--- src/rtl/count_mon_pkg.sv ---
// Shared types and constants for the counter monitor: state encoding,
// step direction codes and status bit positions.
package count_mon_pkg;

    localparam int CNT_W_DEF = 4;
    localparam int EVT_W_DEF = 8;

    typedef enum logic {
        ST_INIT  = 1'b0,
        ST_TRACK = 1'b1
    } state_t;

    typedef enum logic [1:0] {
        DIR_NONE = 2'b00,
        DIR_UP   = 2'b01,
        DIR_DOWN = 2'b10
    } dir_t;

    localparam int STAT_OVF   = 0;
    localparam int STAT_UNF   = 1;
    localparam int STAT_MATCH = 2;
    localparam int STAT_JUMP  = 3;

endpackage

--- src/rtl/sat_counter.sv ---
// Saturating event counter; an increment coincident with clear restarts at one.
module sat_counter #(
    parameter int W = 8
) (
    input  logic         clk,
    input  logic         rst_n,
    input  logic         inc,
    input  logic         clr,
    output logic [W-1:0] count
);

    always_ff @(posedge clk or negedge rst_n) begin
        if (!rst_n) begin
            count <= '0;
        end else if (clr) begin
            count <= inc ? W'(1) : '0;
        end else if (inc && (count != '1)) begin
            count <= count + W'(1);
        end
    end

endmodule

--- src/rtl/count_monitor.sv ---
// Watches an up/down counter output and reports wraps, matches and jumps as
// registered pulses, sticky status, saturating event counts and an interrupt.
module count_monitor
    import count_mon_pkg::*;
#(
    parameter int CNT_W = CNT_W_DEF,
    parameter int EVT_W = EVT_W_DEF
) (
    input  logic             clk,
    input  logic             rst_n,
    input  logic [CNT_W-1:0] cnt_in,
    input  logic             ld_in,
    input  logic             mon_en,
    input  logic [CNT_W-1:0] match_val,
    input  logic [3:0]       irq_mask,
    input  logic             clr,
    output logic             ovf_pulse,
    output logic             unf_pulse,
    output logic             match_pulse,
    output logic             jump_pulse,
    output logic [1:0]       dir_out,
    output logic [EVT_W-1:0] ovf_cnt,
    output logic [EVT_W-1:0] unf_cnt,
    output logic [3:0]       status,
    output logic             irq
);

    state_t           state;
    state_t           state_nx;
    dir_t             dir_q;
    logic [CNT_W-1:0] prev;
    logic [CNT_W-1:0] delta;
    logic             step_up;
    logic             step_dn;
    logic             ev_ovf;
    logic             ev_unf;
    logic             ev_match;
    logic             ev_jump;
    logic [3:0]       events;

    assign delta   = cnt_in - prev;
    assign dir_out = dir_q;

    always_ff @(posedge clk or negedge rst_n) begin
        if (!rst_n) begin
            state <= ST_INIT;
        end else begin
            state <= state_nx;
        end
    end

    always_comb begin
        state_nx = state;
        if (!mon_en) begin
            state_nx = ST_INIT;
        end else begin
            case (state)
                ST_INIT:  state_nx = ST_TRACK;
                ST_TRACK: state_nx = ST_TRACK;
                default:  state_nx = ST_INIT;
            endcase
        end
    end

    // Step decode: a load overrides the arithmetic delta, and INIT samples
    // only seed prev (no step class), though they can still match.
    always_comb begin
        step_up  = 1'b0;
        step_dn  = 1'b0;
        ev_ovf   = 1'b0;
        ev_unf   = 1'b0;
        ev_match = 1'b0;
        ev_jump  = 1'b0;
        if (mon_en) begin
            case (state)
                ST_INIT: begin
                    ev_match = (cnt_in == match_val);
                end
                ST_TRACK: begin
                    ev_match = (cnt_in == match_val) && (prev != match_val);
                    if (ld_in) begin
                        ev_jump = 1'b1;
                    end else if (delta == CNT_W'(1)) begin
                        step_up = 1'b1;
                    end else if (delta == '1) begin
                        step_dn = 1'b1;
                    end else if (delta != '0) begin
                        ev_jump = 1'b1;
                    end
                    ev_ovf = step_up && (prev == '1);
                    ev_unf = step_dn && (prev == '0);
                end
                default: ;
            endcase
        end
    end

    always_comb begin
        events             = '0;
        events[STAT_OVF]   = ev_ovf;
        events[STAT_UNF]   = ev_unf;
        events[STAT_MATCH] = ev_match;
        events[STAT_JUMP]  = ev_jump;
    end

    always_ff @(posedge clk or negedge rst_n) begin
        if (!rst_n) begin
            prev        <= '0;
            dir_q       <= DIR_NONE;
            ovf_pulse   <= 1'b0;
            unf_pulse   <= 1'b0;
            match_pulse <= 1'b0;
            jump_pulse  <= 1'b0;
            status      <= '0;
            irq         <= 1'b0;
        end else begin
            if (mon_en) begin
                prev <= cnt_in;
            end
            if (step_up) begin
                dir_q <= DIR_UP;
            end else if (step_dn) begin
                dir_q <= DIR_DOWN;
            end
            ovf_pulse   <= ev_ovf;
            unf_pulse   <= ev_unf;
            match_pulse <= ev_match;
            jump_pulse  <= ev_jump;
            status      <= clr ? events : (status | events);
            irq         <= |(status & irq_mask);
        end
    end

    sat_counter #(.W(EVT_W)) u_ovf_cnt (
        .clk   (clk),
        .rst_n (rst_n),
        .inc   (ev_ovf),
        .clr   (clr),
        .count (ovf_cnt)
    );

    sat_counter #(.W(EVT_W)) u_unf_cnt (
        .clk   (clk),
        .rst_n (rst_n),
        .inc   (ev_unf),
        .clr   (clr),
        .count (unf_cnt)
    );

endmodule

--- config.mk ---
export PLATFORM = sky130hd
export DESIGN_NAME = count_monitor
export DESIGN_NICKNAME = d
export VERILOG_FILES = /design/src/rtl/count_mon_pkg.sv /design/src/rtl/sat_counter.sv /design/src/rtl/count_monitor.sv
export SDC_FILE = /design/constraint.sdc
export NUM_CORES = 1
export LEC_CHECK = 0
export CAP_MARGIN = 20
export CORE_ASPECT_RATIO = 1.5
export CORE_MARGIN = 5
export CORE_UTILIZATION = 44
export DETAILED_ROUTE_END_ITERATION = 8
export MAX_ROUTING_LAYER = met4
export PLACE_DENSITY = 0.76
export RECOVER_POWER = 100
export SYNTH_ARGS = -nofsm -noshare
export SYNTH_HDL_FRONTEND = slang
export SYNTH_SLANG_ARGS = --single-unit
--- constraint.sdc ---
create_clock -name clk -period 2.4 [get_ports clk]
set_input_delay 0.48 -clock clk [delete_from_list [all_inputs] [get_ports clk]]
set_output_delay 0.48 -clock clk [all_outputs]
set_load 0.005 [all_outputs]
# Word level (Yosys, flattened, before mapping)
# Index checks and enable logic that the tools add are counted.
classes:
  add_sub_neg: 3
  eq_ne: 7
  mux: 35
  bitwise: 3
  reduce_logical: 11
op_table:
  columns: ["operator", "count"]
  rows:
  - ["$mux 8", 4]
  - ["$mux 1", 27]
  - ["$add 8x1->8 const B", 2]
  - ["$ne 8x8->1 const B", 2]
  - ["$eq 4x4->1 const B", 2]
  - ["$reduce_bool 2->1", 3]
  - ["$logic_and 1x1->1", 5]
  - ["$and 4x4->4", 1]
  - ["$eq 4x1->1 const B", 1]
  - ["$eq 4x4->1", 1]
  - ["$logic_not 4->1", 1]
  - ["$mux 2", 2]
  - ["$mux 4", 1]
  - ["$ne 4x4->1", 1]
  - ["$or 4x4->4", 1]
  - ["$reduce_bool 4->1", 1]
  - ["$reduce_or 4->1", 1]
  - ["$sub 4x4->4", 1]
  - ["$pmux 1 s2", 1]
  - ["$not 1->1", 1]
word_totals:
  regBits: 32
  in_bits: 17
  output_inout_bits: 27
  elab_cells: 70

# Logic depth before layout (Yosys ltp)
# Gate-level depths: netlist (run 1).
logic_depth:
  word_depth: 13
  ltp_mapped: 11
  ltp_nobuf: 9

# Modules after synthesis
# From an unflattened synthesis (run 1), not the netlist that was laid out.
hier_totals:
  cells_unflattened: 171
  area_unflattened_um2: 1779.2
modules_own_cells:
  columns: ["module", "instances", "cells_each", "area_each_um2", "seq_area_each_um2"]
  rows:
  - ["sat_counter", 2, 47, 473.0, 200.2]
  - ["count_monitor", 1, 77, 833.3, 400.4]

# Least setup slack after synthesis (run 1)
# OpenSTA, ideal clock, no wires.
synth_path:
  path_type: "input to register"
  from: "in cnt_in[0]"
  to: "reg u_ovf_cnt.count[5]"
  setup_time_ns: 0.125
  arrival_ns: 2.394
  required_time_ns: 2.275
  slack_ns: -0.119
  cell_stages: 10
  path_buffers: 1
  path_cell_list: "inv_1 ha_1 inv_1 fa_1 xnor2_1 nand2b_1 or3_1 clkbuf_1 nor4_1 mux2_2"
synth_between:
  elab_chain_len: 11
synth_rtl:
  columns: ["element", "line_no", "text"]
  rows:
  - ["from (decl)", "count_monitor.sv:11", "input logic [CNT_W-1:0] cnt_in,"]
  - ["$sub 4x4->4", "count_monitor.sv:41", "assign delta = cnt_in - prev;"]
  - ["$eq 4x1->1", "count_monitor.sv:83", "end else if (delta == CNT_W'(1)) begin"]
  - ["$mux 1", "count_monitor.sv:83", null]
  - ["$mux 1", "count_monitor.sv:81", "if (ld_in) begin"]
  - ["$mux 1", "count_monitor.sv:75", "case (state)"]
  - ["$mux 1", "count_monitor.sv:74", "if (mon_en) begin"]
  - ["$logic_and 1x1->1", "count_monitor.sv:90", "ev_ovf = step_up && (prev == '1);"]
  - ["$mux 1", "count_monitor.sv:75", null]
  - ["$mux 1", "count_monitor.sv:74", null]
  - ["$logic_and 1x1->1", "sat_counter.sv:17", "end else if (inc && (count != '1)) begin"]
  - ["$reduce_bool 2->1 (no source line)", null, null]
  - ["to (signal assigned)", "sat_counter.sv:16", "count <= inc ? W'(1) : '0;"]
  - ["to (signal assigned)", "sat_counter.sv:18", "count <= count + W'(1);"]
  - ["to (decl)", "sat_counter.sv:9", "output logic [W-1:0] count"]
# Every way passes these cells. The select of a mux whose other input is x is not followed.
# A chain may end at the register's enable or synchronous reset.

# Worst setup path after layout (run 1)
layout_path:
  from: "reg prev[0]"
  to: "reg u_unf_cnt.count[7]"
layout_between:
  elab_chain_len: 12
  elab_cells_between_ends: 14
layout_rtl:
  columns: ["element", "line_no", "text"]
  rows:
  - ["from (decl)", "count_monitor.sv:31", "logic [CNT_W-1:0] prev;"]
  - ["from (signal assigned)", "count_monitor.sv:118", "prev <= cnt_in;"]
  - ["$sub 4x4->4", "count_monitor.sv:41", null]
  - ["$eq 4x4->1", "count_monitor.sv:85", "end else if (delta == '1) begin"]
  - ["$mux 1", "count_monitor.sv:85", null]
  - ["$mux 1", "count_monitor.sv:83", null]
  - ["$mux 1", "count_monitor.sv:81", null]
  - ["$mux 1", "count_monitor.sv:75", null]
  - ["$mux 1", "count_monitor.sv:74", null]
  - ["$logic_and 1x1->1 (*)", "count_monitor.sv:91", "ev_unf = step_dn && (prev == '0);"]
  - ["$mux 1 (*)", "count_monitor.sv:75", null]
  - ["$mux 1 (*)", "count_monitor.sv:74", null]
  - ["$logic_and 1x1->1 (*)", "sat_counter.sv:17", null]
  - ["$reduce_bool 2->1 (no source line) (*)", null, null]
  - ["to (signal assigned)", "sat_counter.sv:16", null]
  - ["to (signal assigned)", "sat_counter.sv:18", null]
  - ["to (decl)", "sat_counter.sv:9", null]
# Every way passes the cells marked *; elsewhere a longest branch is shown, timed or not. The select of a mux whose other input is x is not followed.

==> results of run 1 <==
==> area by class of cell <==
class / instances / area, µm²
repair buffers: 75 / 657
inverters: 12 / 50.0
multi-input cells: 120 / 1040
well taps: 43 / 53.8
flip-flops and latches: 32 / 801
fillers: 278 / 1020
clock buffers: 7 / 96.3
==> how the worst min path moves through the flow <==
stage                    start         end  slack, ns  cells after the start
floorplan                rst_n  dir_out[0]       0.18                      0
global placement     status[0]   status[0]       0.49                      1
detailed placement  dir_out[1]  dir_out[1]       0.50                      1
CTS                 dir_out[1]  dir_out[1]       0.52                      1
global route         status[3]   status[3]       0.53                      1
finish              dir_out[1]  dir_out[1]       0.51                      1
==> through the flow <==
step | hold WS, ns | total power [mW] | setup slack (ns) | TNS (ns) | std cells
2_1_floorplan | 0.184 | 0.727 | 0.00238 | 0 | 170
3_3_place_gp | 0.492 | 0.877 | -0.685 | -11.22 | 276
3_5_place_dp | 0.497 | 0.886 | -0.836 | -13.18 | 276
4_1_cts | 0.521 | 1.38 | -0.0102 | -0.0253 | 288
5_1_grt | 0.534 | 1.43 | -0.0866 | -0.475 | 289
6_report | 0.511 | 1.36 | -0.00993 | -0.0110 | 289
==> layer usage <==
layer,GRT usage,up-vias,part of all wire
li1,-,783,-
met1,0.207,823,0.35
met2,0.375,53,0.57
met3,0.0537,21,0.046
met4,0.110,0,0.037
met5,-,-,0
==> cells in the final DEF, fill, tap and decap left out, types with 2 or more instances in the layout <==
cell,count
ha_4,2
buf_4,25
nand2_1,7
dlygate4sd3_1,30
xnor2_1,3
nand4_1,3
mux2_2,2
nor2_1,3
buf_6,2
or3_4,5
a21oi_1,6
o211ai_1,2
or4_4,6
nand3_1,8
nor3_1,4
clkbuf_8,7
dfrtp_1,32
clkdlybuf4s50_1,9
ha_1,3
xor2_1,6
a22oi_1,2
a21oi_2,10
or3_1,2
inv_1,10
o31ai_1,6
a21o_1,3
or4_1,3
clkbuf_1,3
dlygate4sd2_1,2
o21ai_0,8
a31oi_1,2
==> flip-flops by register name, summed over array words and instances, names as in the netlist <==
register	flops
ovf_pulse	1
state	1
unf_pulse	1
irq	1
dir_out	2
status	4
match_pulse	1
jump_pulse	1
u_ovf_cnt.count	8
prev	4
u_unf_cnt.count	8
==> what timing repair did <==
item / CTS / global route
setup endpoints to repair: 20 / 16
gates resized for setup: 30 / 16
gates cloned: 1 / 0
pin swaps: 15 / 10
setup buffers: 4 / 2
==> logic make-up after synthesis <==
kind of cell / synth area share
simple gates: 0.191
compound gates: 0.166
xor+xnor: 0.0511
fa+ha+maj: 0.0482
flops: 0.467
buf+inv: 0.0518
mux: 0.0255
==> power by group through the flow <==
| stage | registers (mW) | logic, mW | clock network, mW |
|---|---|---|---|
| 6_report | 0.592 | 0.331 | 0.439 |
| 5_1_grt | 0.595 | 0.360 | 0.472 |
| 4_1_cts | 0.594 | 0.334 | 0.448 |
| 3_5_place_dp | 0.601 | 0.286 | 0 |
| 3_3_place_gp | 0.602 | 0.275 | 0 |
| 2_1_floorplan | 0.603 | 0.124 | 0 |
==> impl_metrics.env, run 1 <==
export IMPL_grt_max_degree=33
export IMPL_failed_checks="negative setup slack"
export IMPL_hold_path_class="reg -> reg"
export IMPL_routed_wl_mm=5.08
export IMPL_sequentialPowerShare=0.435
export IMPL_syn_avg_cell_area_um2=10.1
export IMPL_ir_worst_vdd_v=0.000600
export IMPL_maxClockFrequency_mhz=415
export IMPL_pwr_share_clk=0.323
export IMPL_fp_dieArea_um2=5270
export IMPL_yosys_warnings=0
export IMPL_syn_inst=170
export IMPL_design_area_um2=2690
export IMPL_utilization=0.725
export IMPL_clk_latency_ns=0.28
export IMPL_path_cells="ha_4 > inv_2 > fa_2 > xnor2_4 > nor3b_4 > o2111ai_4 > or4_4 > a21oi_2"
export IMPL_drive_gt1_frac=0.321
export IMPL_clock_path_buffers=2
export IMPL_r2r_end="u_unf_cnt.count[7]"
export IMPL_synth_most_common_cell="dfrtp_1"
export IMPL_switching_share=0.268
export IMPL_critPathArrivalTime_ns=2.62
export IMPL_final_min_clock_period_ns=2.41
export IMPL_cts_root_buf="clkbuf_8"
export IMPL_cts_tree="done"
export IMPL_routedWlPerCell_um=17.6
export IMPL_drv_cap=0
export IMPL_maxSlewViolCount=0
export IMPL_endpoint="u_unf_cnt.count[7]"
export IMPL_startpoint_type="flip-flop"
export IMPL_htree_num_levels=2
export IMPL_r2r_slack_ns=-0.01
export IMPL_leakagePower_nw=1.22
export IMPL_synth_distinct_cells=42
export IMPL_end_kind="flip-flop"
export IMPL_critPathTopFamily="simple AND/OR/NAND/NOR gates"
export IMPL_grt_total_usage=0.213
export IMPL_path_buf_inv=1
export IMPL_gr_total_overflow=0
export IMPL_intPower_mw=0.997
export IMPL_initial_core_util=0.461
export IMPL_gp_congestion=0.815
export IMPL_yosys_top_cells_area="dfrtp_1 (47%), a21oi_1 (4.7%), ha_1 (3.6%)"
export IMPL_clkSlewWorstSetupHoldPaths_ns=0.06
export IMPL_holdBufCountCts=0
export IMPL_synthFlopType="dfrtp_1"
export IMPL_synth_common_cells="dfrtp_1 (32), a21oi_1 (16), inv_1 (12), o21ai_0 (9)"
export IMPL_grt_pass1_wl_mm=8.26
export IMPL_rsz0062_at_grt="true"
export IMPL_cp_slowest_cell="or4_4"
export IMPL_required_ns=2.61
export IMPL_slew_headroom=0.469
export IMPL_cp_startpoint="prev[0]"
export IMPL_antenna_found_initial=0
export IMPL_placed_area_um2=2390
export IMPL_synth_edf_count=0
export IMPL_yosys_area_top_type="dfrtp_1"
export IMPL_via_per_inst=5.81
export IMPL_reg2reg_from="prev[0]"
export IMPL_diodes=0
export IMPL_cts_made_buffers=5
export IMPL_worst_slack_ns=-0.00993
export IMPL_async_flop_share=1.00
export IMPL_die_w_um=61.0
export IMPL_clock_sinks=32
export IMPL_fin_nets=269
export IMPL_fin_worst_skew_ns=0.00650
export IMPL_place_port_buffers=43
export IMPL_ys_seq_area_frac=0.467
export IMPL_core_um2=3720
export IMPL_ff2ff_path_depth=8
export IMPL_num_vias=1680
export IMPL_path_depth=8
export IMPL_ios=44
export IMPL_worst_path_max_fanout=5
export IMPL_ys_ff_latch=32
export IMPL_ant_nets=0
export IMPL_switchingPower_mw=0.365
export IMPL_worstSetupPathType="reg -> reg"
export IMPL_finalSetupViolCount=2
export IMPL_drc=0
export IMPL_area_growth_pct=57.2
export IMPL_timing_final_crit_share=1.00
export IMPL_grt_pass1_vias=1853
export IMPL_drt_iter0_drc=78
export IMPL_cellPowerDensity_nw_per_um2=506
export IMPL_combPwrFrac=0.243
export IMPL_fp_dieH_um=86.4
export IMPL_slowest_delay_ns=0.52
export IMPL_rows=27
export IMPL_synth_nets=193
export IMPL_first_pass_iters=4
export IMPL_netlist_area_um2=1710
export IMPL_status="finished, violations left"
export IMPL_hold_viol=0
export IMPL_dp_hpwl_mm=3.55
export IMPL_worstMarginPinSlew_ns=0.796
export IMPL_synth_top_area_share=0.467
(Power assumes the default switching activity.)
==> run 2, diff against run 1 <==
--- a/config.mk
+++ b/config.mk
@@ -5,7 +5,6 @@
 export SDC_FILE = /design/constraint.sdc
 export NUM_CORES = 1
 export LEC_CHECK = 0
-export CAP_MARGIN = 20
 export CORE_ASPECT_RATIO = 1.5
 export CORE_MARGIN = 5
 export CORE_UTILIZATION = 44
==> results of run 2 <==
No change in the layout: final DEF, timing and power equal those of run 1.
